**config.mk**
```make
export PLATFORM = sky130hd
export DESIGN_NAME = store_buffer
export DESIGN_NICKNAME = d
export VERILOG_FILES = /design/src/rtl/mips_pkg.sv /design/src/rtl/sb_match.sv /design/src/rtl/store_buffer.sv
export SDC_FILE = /design/constraint.sdc
export NUM_CORES = 1
export LEC_CHECK = 0
export BUFFER_PORTS_ARGS = -buffer_cell sky130_fd_sc_hd__buf_4
export CORE_MARGIN = 4
export CORE_UTILIZATION = 45
export CTS_CLUSTER_SIZE = 14
export DETAILED_ROUTE_END_ITERATION = 8
export PLACE_DENSITY = 0.7
export SKIP_LAST_GASP = 1
export SLEW_MARGIN = 5
export SYNTH_ARGS = -nofsm -noshare
export SYNTH_HDL_FRONTEND = slang
export SYNTH_SLANG_ARGS = --single-unit
```
**constraint.sdc**
```tcl
create_clock -name clk -period 7.2 [get_ports clk]
set_input_delay 1.44 -clock clk [delete_from_list [all_inputs] [get_ports clk]]
set_output_delay 1.44 -clock clk [all_outputs]
set_load 0.005 [all_outputs]
```
**src/rtl/mips_pkg.sv**
```systemverilog
// ============================================================================
// Module      : mips_pkg
// Description : Shared store-buffer types, defaults and address helper.
// Revision    : 1.0 - initial release
// ============================================================================
`default_nettype none

package mips_pkg;

    localparam int SB_DEPTH = 4;
    localparam int SB_AW    = 32;
    localparam int SB_DW    = 32;

    typedef struct packed {
        logic [SB_AW-1:2] addr;
        logic [SB_DW-1:0] data;
    } sb_entry_t;

    function automatic logic [SB_AW-1:2] sb_word(input logic [SB_AW-1:0] addr);
        return addr[SB_AW-1:2];
    endfunction

endpackage

`default_nettype wire

```
**src/rtl/sb_match.sv**
```systemverilog
// ============================================================================
// Module      : sb_match
// Description : Youngest-match search of buffered stores against a load word.
// Revision    : 1.0 - initial release
// ============================================================================
`default_nettype none

module sb_match
    import mips_pkg::*;
#(
    parameter int DEPTH = SB_DEPTH,
    parameter int AW    = SB_AW,
    parameter int DW    = SB_DW
) (
    input  logic [AW-1:2]              addr_i [DEPTH],
    input  logic [DW-1:0]              data_i [DEPTH],
    input  logic [DEPTH-1:0]           valid_i,
    input  logic [$clog2(DEPTH)-1:0]   wr_ptr_i,
    input  logic [AW-1:2]              ldword_i,
    output logic                       hit_o,
    output logic [DW-1:0]              data_o
);

    localparam int c_ptr_w = $clog2(DEPTH);

    logic [c_ptr_w-1:0] w_idx;

    // Walk oldest to youngest so the last match written is the youngest one.
    always_comb begin
        hit_o  = 1'b0;
        data_o = '0;
        w_idx  = '0;
        for (int k = DEPTH; k >= 1; k--) begin
            w_idx = wr_ptr_i - c_ptr_w'(k);
            if (valid_i[w_idx] && (addr_i[w_idx] == ldword_i)) begin
                hit_o  = 1'b1;
                data_o = data_i[w_idx];
            end
        end
    end

endmodule

`default_nettype wire

```
**src/rtl/store_buffer.sv**
```systemverilog
// ============================================================================
// Module      : store_buffer
// Description : Posted-write FIFO between the memory stage and a req/ack bus.
//               Load forwarding is built when STORE_BUF_FWD_EN is defined.
// Revision    : 1.0 - initial release
// ============================================================================
`default_nettype none

module store_buffer
    import mips_pkg::*;
#(
    parameter int DEPTH = SB_DEPTH,
    parameter int AW    = SB_AW,
    parameter int DW    = SB_DW
) (
    input  logic                       clk,
    input  logic                       reset,
    input  logic                       memwriteM,
    input  logic [AW-1:0]              aluoutM,
    input  logic [DW-1:0]              writedataM,
    output logic                       stall,
    output logic                       bus_req,
    output logic [AW-1:0]              bus_addr,
    output logic [DW-1:0]              bus_wdata,
    input  logic                       bus_ack,
    output logic                       empty,
    output logic [$clog2(DEPTH):0]     count,
    input  logic [AW-1:0]              ldaddr,
    output logic                       fwd_hit,
    output logic [DW-1:0]              fwd_data
);

    localparam int c_ptr_w = $clog2(DEPTH);
    localparam int c_cnt_w = c_ptr_w + 1;

    logic [c_ptr_w-1:0] wr_ptr_q, wr_ptr_d;
    logic [c_ptr_w-1:0] rd_ptr_q, rd_ptr_d;
    logic [c_cnt_w-1:0] count_q,  count_d;
    logic [AW-1:2]      addr_q [DEPTH];
    logic [DW-1:0]      data_q [DEPTH];

    logic w_full;
    logic w_push;
    logic w_pop;

    // Full comes from registered count only, so a same-cycle ack never admits a push.
    assign w_full  = (count_q == c_cnt_w'(DEPTH));
    assign w_push  = memwriteM && !w_full;
    assign w_pop   = bus_req && bus_ack;

    assign stall     = memwriteM && w_full;
    assign empty     = (count_q == '0);
    assign bus_req   = !empty;
    assign bus_addr  = {addr_q[rd_ptr_q], 2'b00};
    assign bus_wdata = data_q[rd_ptr_q];
    assign count     = count_q;

    always_comb begin
        wr_ptr_d = wr_ptr_q + c_ptr_w'(w_push);
        rd_ptr_d = rd_ptr_q + c_ptr_w'(w_pop);
        count_d  = count_q + c_cnt_w'(w_push) - c_cnt_w'(w_pop);
    end

    always_ff @(posedge clk) begin
        if (reset) begin
            wr_ptr_q <= '0;
            rd_ptr_q <= '0;
            count_q  <= '0;
        end else begin
            wr_ptr_q <= wr_ptr_d;
            rd_ptr_q <= rd_ptr_d;
            count_q  <= count_d;
        end
    end

    // Entry storage is deliberately left uncleared by reset.
    always_ff @(posedge clk) begin
        if (w_push) begin
            addr_q[wr_ptr_q] <= aluoutM[AW-1:2];
            data_q[wr_ptr_q] <= writedataM;
        end
    end

`ifdef STORE_BUF_FWD_EN
    logic [DEPTH-1:0] w_valid;

    // An entry is live when its distance from the read pointer is below count.
    for (genvar gi = 0; gi < DEPTH; gi++) begin : g_valid
        assign w_valid[gi] = ({1'b0, c_ptr_w'(gi) - rd_ptr_q}) < count_q;
    end

    sb_match #(
        .DEPTH (DEPTH),
        .AW    (AW),
        .DW    (DW)
    ) u_sb_match (
        .addr_i   (addr_q),
        .data_i   (data_q),
        .valid_i  (w_valid),
        .wr_ptr_i (wr_ptr_q),
        .ldword_i (ldaddr[AW-1:2]),
        .hit_o    (fwd_hit),
        .data_o   (fwd_data)
    );

    logic unused_bits;
    assign unused_bits = ^{aluoutM[1:0], ldaddr[1:0]};
`else
    assign fwd_hit  = 1'b0;
    assign fwd_data = '0;

    logic unused_bits;
    assign unused_bits = ^{aluoutM[1:0], ldaddr};
`endif

endmodule

`default_nettype wire
```
Word level (Yosys, flattened, before mapping)
Memories as Yosys holds them, arrays and structs flattened. A register that Yosys moved wholly into a read port is not among the register bits.
Cells that the tools add are included.
- reduce and logical (&&, ||, !) cells: 6
- mux-type cells: 4
- add/subtract/negate cells: 4
- equal/unequal tests: 1
- operator list (operator ; number):
    adder 2 x 1 -> 2 bit ; 2
    2-to-1 mux 2 bit ; 2
    adder 3 x 1 -> 3 bit ; 1
    equality test 3 bit (second input constant) ; 1
    logical AND 1 bit ; 3
    logical NOT 3 bit ; 1
    subtractor 3 x 1 -> 3 bit ; 1
    logical NOT 1 bit ; 2
    2-to-1 mux 1 bit ; 2
- output and inout bits: 103
- register bits after elaboration: 7
- memories: 2
- RAM bits: 248
- memory list (memory ; depth ; bits a word ; rd ports ; clocked after memory_dff ; write ports ; RTL line ; source):
    data_q ; 4 ; 32 ; 1 ; 1 ; 1 ; store_buffer.sv:40 ; logic [DW-1:0] data_q [DEPTH];
    addr_q ; 4 ; 30 ; 1 ; 1 ; 1 ; store_buffer.sv:39 ; logic [AW-1:2] addr_q [DEPTH];

Longest topological paths before layout
- depth in word-level cells: 5
- depth in mapped cells: 9
- depth with buffers taken out: 9

Worst setup path after synthesis
Ideal clock, no wire load.
- kind: in2reg
- start point: in memwriteM
- end point: mem addr_q[1][0] (netlist bit), enable pin
- arrival time: 6.229 ns
- buffers on the path: 0
- data required time: 6.629 ns
- cell stages on the path: 2
- slack: 0.399 ns
- path through: a21bo_2 nor3b_1
- word-level cells in the longest chain between the ends: 3
- RTL lines (element ; RTL line ; source):
    start: declaration ; store_buffer.sv:18 ; input logic memwriteM,
    logical AND 1 bit ; store_buffer.sv:48 ; assign w_push = memwriteM && !w_full;
    2-to-1 mux 1 bit ; store_buffer.sv:78 ; if (w_push) begin
    2-to-1 mux 1 bit (not written as such) ; store_buffer.sv:79 ; addr_q[wr_ptr_q] <= aluoutM[AW-1:2];
    end: declaration ; store_buffer.sv:39 ;
Every way passes these cells.

==> flow_metrics.env <==
export IMPL_root_buffer="clkbuf_16"
export IMPL_dp_hpwl_microns=10300
export IMPL_outcome="finished clean"
export IMPL_fmax_ghz=0.235
export IMPL_period_needed_ps=4250
export IMPL_p_comb_share_pct=21.5
export IMPL_yosysWarnings=0
export IMPL_cp_common_cell="buf_4"
export IMPL_fin_crit_sh_pct=59.0
export IMPL_avgSynthCellArea_sq_um=24.3
export IMPL_start_kind="flip-flop"
export IMPL_setup_violations=0
export IMPL_clkTransAtPathRegs_ps=60
export IMPL_diodes=0
export IMPL_gr_total_overflow=0
export IMPL_synthAdderAreaFrac_pct=0.467
export IMPL_ys_ff_latch=255
export IMPL_synthesis_area_sq_um=9650
export IMPL_synth_compound_area_share_pct=0.272
export IMPL_slew_headroom_pct=34.4
export IMPL_cts_resized=0
export IMPL_yosysTopAreaCellShare_pct=77.2
export IMPL_core_area_sq_um=21100
export IMPL_slowest_delay_ps=720
export IMPL_power_density_nw_per_um2=346
export IMPL_path_delay_family="buffers and inverters"
export IMPL_reg2reg_from="count[1]$_SDFF_PP0_"
export IMPL_cts_buffer_depth=3
export IMPL_worst_r2r_setup_slack_ps=4970
export IMPL_cts_max_level=1
export IMPL_endpoint_kind="primary output"
export IMPL_p_clk_share_pct=30.5
export IMPL_slowest_stage="dfxtp_4"
export IMPL_path_buf_inv=2
export IMPL_leakage_nw=3.95
export IMPL_synth_edf_count=248
export IMPL_clock_sinks=255
export IMPL_cts_tree="yes"
export IMPL_drc=0
export IMPL_fin_setup_tns_ps=0
export IMPL_skew_ps=6.62
export IMPL_slew_viol_final=0
export IMPL_hp_start="wr_ptr_q[1]$_SDFF_PP0_"
export IMPL_worst_slew_pin_transition_ps=984
export IMPL_dr_first_iter_drc_count=233
export IMPL_required_ps=5760
export IMPL_drtAntennaViolNets=0
export IMPL_yosysMostFrequentCell="edfxtp_1"
export IMPL_post_place_ws_ps=3360
export IMPL_ys_flop_type="edfxtp_1"
export IMPL_cts_hold_buf=0
export IMPL_path_max_fanout=36
export IMPL_grt_pass1_vias=4646
export IMPL_synth_top_family_by_area="multiplexers"
export IMPL_hold_viol=0
export IMPL_vias=4272
export IMPL_die_w_microns=154
export IMPL_rsz0062_at_grt="false"
export IMPL_async_flop_share_pct=0
export IMPL_io_pins=203
export IMPL_synth_xor_area_share_pct=0.545
export IMPL_seq_area_frac_synth_pct=78.6
export IMPL_grt_usage_pct=14.3
export IMPL_maxCapViolCount=0
export IMPL_post_cts_setup_buffers=0
export IMPL_grt_max_degree=64
export IMPL_synth_area_top_cells="edfxtp_1 77%, mux4_2 14%, buf_4 2.7%, dfxtp_1 1.5%, buf_12 1.2%"
export IMPL_ff2ff_path_depth=4
export IMPL_synth_largest_area_cell="edfxtp_1"
export IMPL_muxShareOfSynthArea_pct=14.6
export IMPL_port_buffers=133
export IMPL_routedWlPerCell_microns=20.1
export IMPL_antenna_found_initial=0
export IMPL_irDropWorstVdd_mv=0.245
export IMPL_critPathArrivalTime_ps=2810
export IMPL_start_util_pct=45.8
export IMPL_fp_dieArea_sq_um=23800
export IMPL_die_y_microns=154
export IMPL_netSwitchingPower_w=0.000969
export IMPL_place_congestion=0.721
export IMPL_internal_power_w=0.00303
export IMPL_fin_nets=653
export IMPL_whs_path_depth=2
export IMPL_ys_top_cells_by_count="248 x edfxtp_1, 58 x mux4_2, 35 x buf_4, 7 x buf_2, 7 x dfxtp_1"
export IMPL_worstSkewPairLatency_ps=500
export IMPL_rows=53
export IMPL_holdPathEnd="wr_ptr_q[1]$_SDFF_PP0_"
export IMPL_drive_gt1_share_pct=42.5
export IMPL_area_growth_pct=19.8
export IMPL_drt_wl_total_microns=17000
export IMPL_numCtsBuffers=26
export IMPL_yosys_area_share_simple_pct=0.843
export IMPL_hold_class="reg -> reg"
export IMPL_syn_inst=397
export IMPL_critical_path_class="reg -> out"
export IMPL_seqPwrFrac_pct=48.0
export IMPL_first_pass_iters=4
export IMPL_grt_pass1_wl_microns=26700
export IMPL_crit_chain="buf_4 > mux4_1 > buf_4"
export IMPL_swShare_pct=24.3
export IMPL_synth_distinct_cells=24
export IMPL_finalWorstSetupSlack_ps=2950
export IMPL_r2r_end="addr_q[3][17]$_DFFE_PP_"
export IMPL_routed_via_density=5.06
## cell usage in the layout (no fill, tap or decap), types with 2 or more instances in the layout
cell,instances
mux4_2,58
ha_1,2
clkbuf_8,2
nor2_1,5
xor2_1,2
clkbuf_1,8
clkinv_1,3
clkinv_2,6
edfxtp_1,248
clkinvlp_4,2
mux4_1,4
clkbuf_16,27
nor3b_2,2
nor2b_1,3
buf_4,140
dfxtp_1,5
dfxtp_4,2
conb_1,35
inv_1,3
xnor2_1,4
## cell families (layout without fill, tap and decap cells)
family / Yosys count / after routing
muxes: 62 / 62
buffers and inverters: 52 / 191
adders and majority gates: 3 / 3
and+or+nand+nor: 15 / 15
xor gates and xnor gates: 6 / 6
other: 1 / 35
AOI/OAI and AO/OA: 3 / 3
DFF: 255 / 255
## cell type report
cell class / count / area (sq um)
Inverter: 3 / 11.3
Clock inverter: 11 / 56.3
Sequential cell: 255 / 7590
Fill cell: 1629 / 9530
Clock buffer: 37 / 733
Timing Repair Buffer: 140 / 1050
Multi-Input combinational cell: 124 / 1770
Tap cell: 275 / 344
## power groups by stage
stage | clock [W] | combinational [W] | sequential (W)
after CTS | 0.00126 | 0.000888 | 0.00193
after detailed placement | 0 | 0.000883 | 0.00196
after global placement | 0 | 0.000870 | 0.00194
final | 0.00122 | 0.000859 | 0.00192
after global routing | 0.00133 | 0.000939 | 0.00194
after floorplan | 0 | 0.000588 | 0.00189
## flip-flops by register name, indices dropped and copies added (netlist names)
register / cells
count: 3
wr_ptr_q: 2
rd_ptr_q: 2
addr_q: 120
data_q: 128
## tightest hold or removal path: stages, from the launching register on
cell,delay (ps)
dfxtp_1,360
xnor2_1,160
nor2_1,40
## through the flow
step	hold slack (ps)	utilization, %	total power (W)	instance area, sq um	std cells
after global routing	632	54.8	0.00420	11600	845
after detailed placement	596	51.1	0.00284	10800	797
after floorplan	525	-	0.00248	9780	431
final	605	54.8	0.00399	11600	845
after CTS	608	54.8	0.00407	11600	845
after global placement	578	51.1	0.00281	10800	797
## how the worst max path moves through the flow
stage	startpoint	endpoint	slack, ps	depth (start not counted)
after CTS	rd_ptr_q[0]$_SDFF_PP0_	bus_wdata[30]	2800	3
final	rd_ptr_q[0]$_SDFF_PP0_	bus_addr[2]	2950	3
after floorplan	memwriteM	addr_q[1][0]$_DFFE_PP_	400	2
after detailed placement	rd_ptr_q[0]$_SDFF_PP0_	bus_wdata[30]	3360	3
after global routing	rd_ptr_q[0]$_SDFF_PP0_	bus_addr[2]	2670	3
after global placement	rd_ptr_q[0]$_SDFF_PP0_	bus_wdata[30]	3340	3
## per-layer routing
metal / vias to the layer above / wire length (microns) / track usage, %
li1: 1896 / - / -
met2: 151 / 8440 / 24.3
met3: 15 / 1540 / 4.92
met5: - / 0 / 0
met1: 2210 / 6800 / 18.2
met4: 0 / 207 / 2.99
Power figures use the tool's default switching activity.
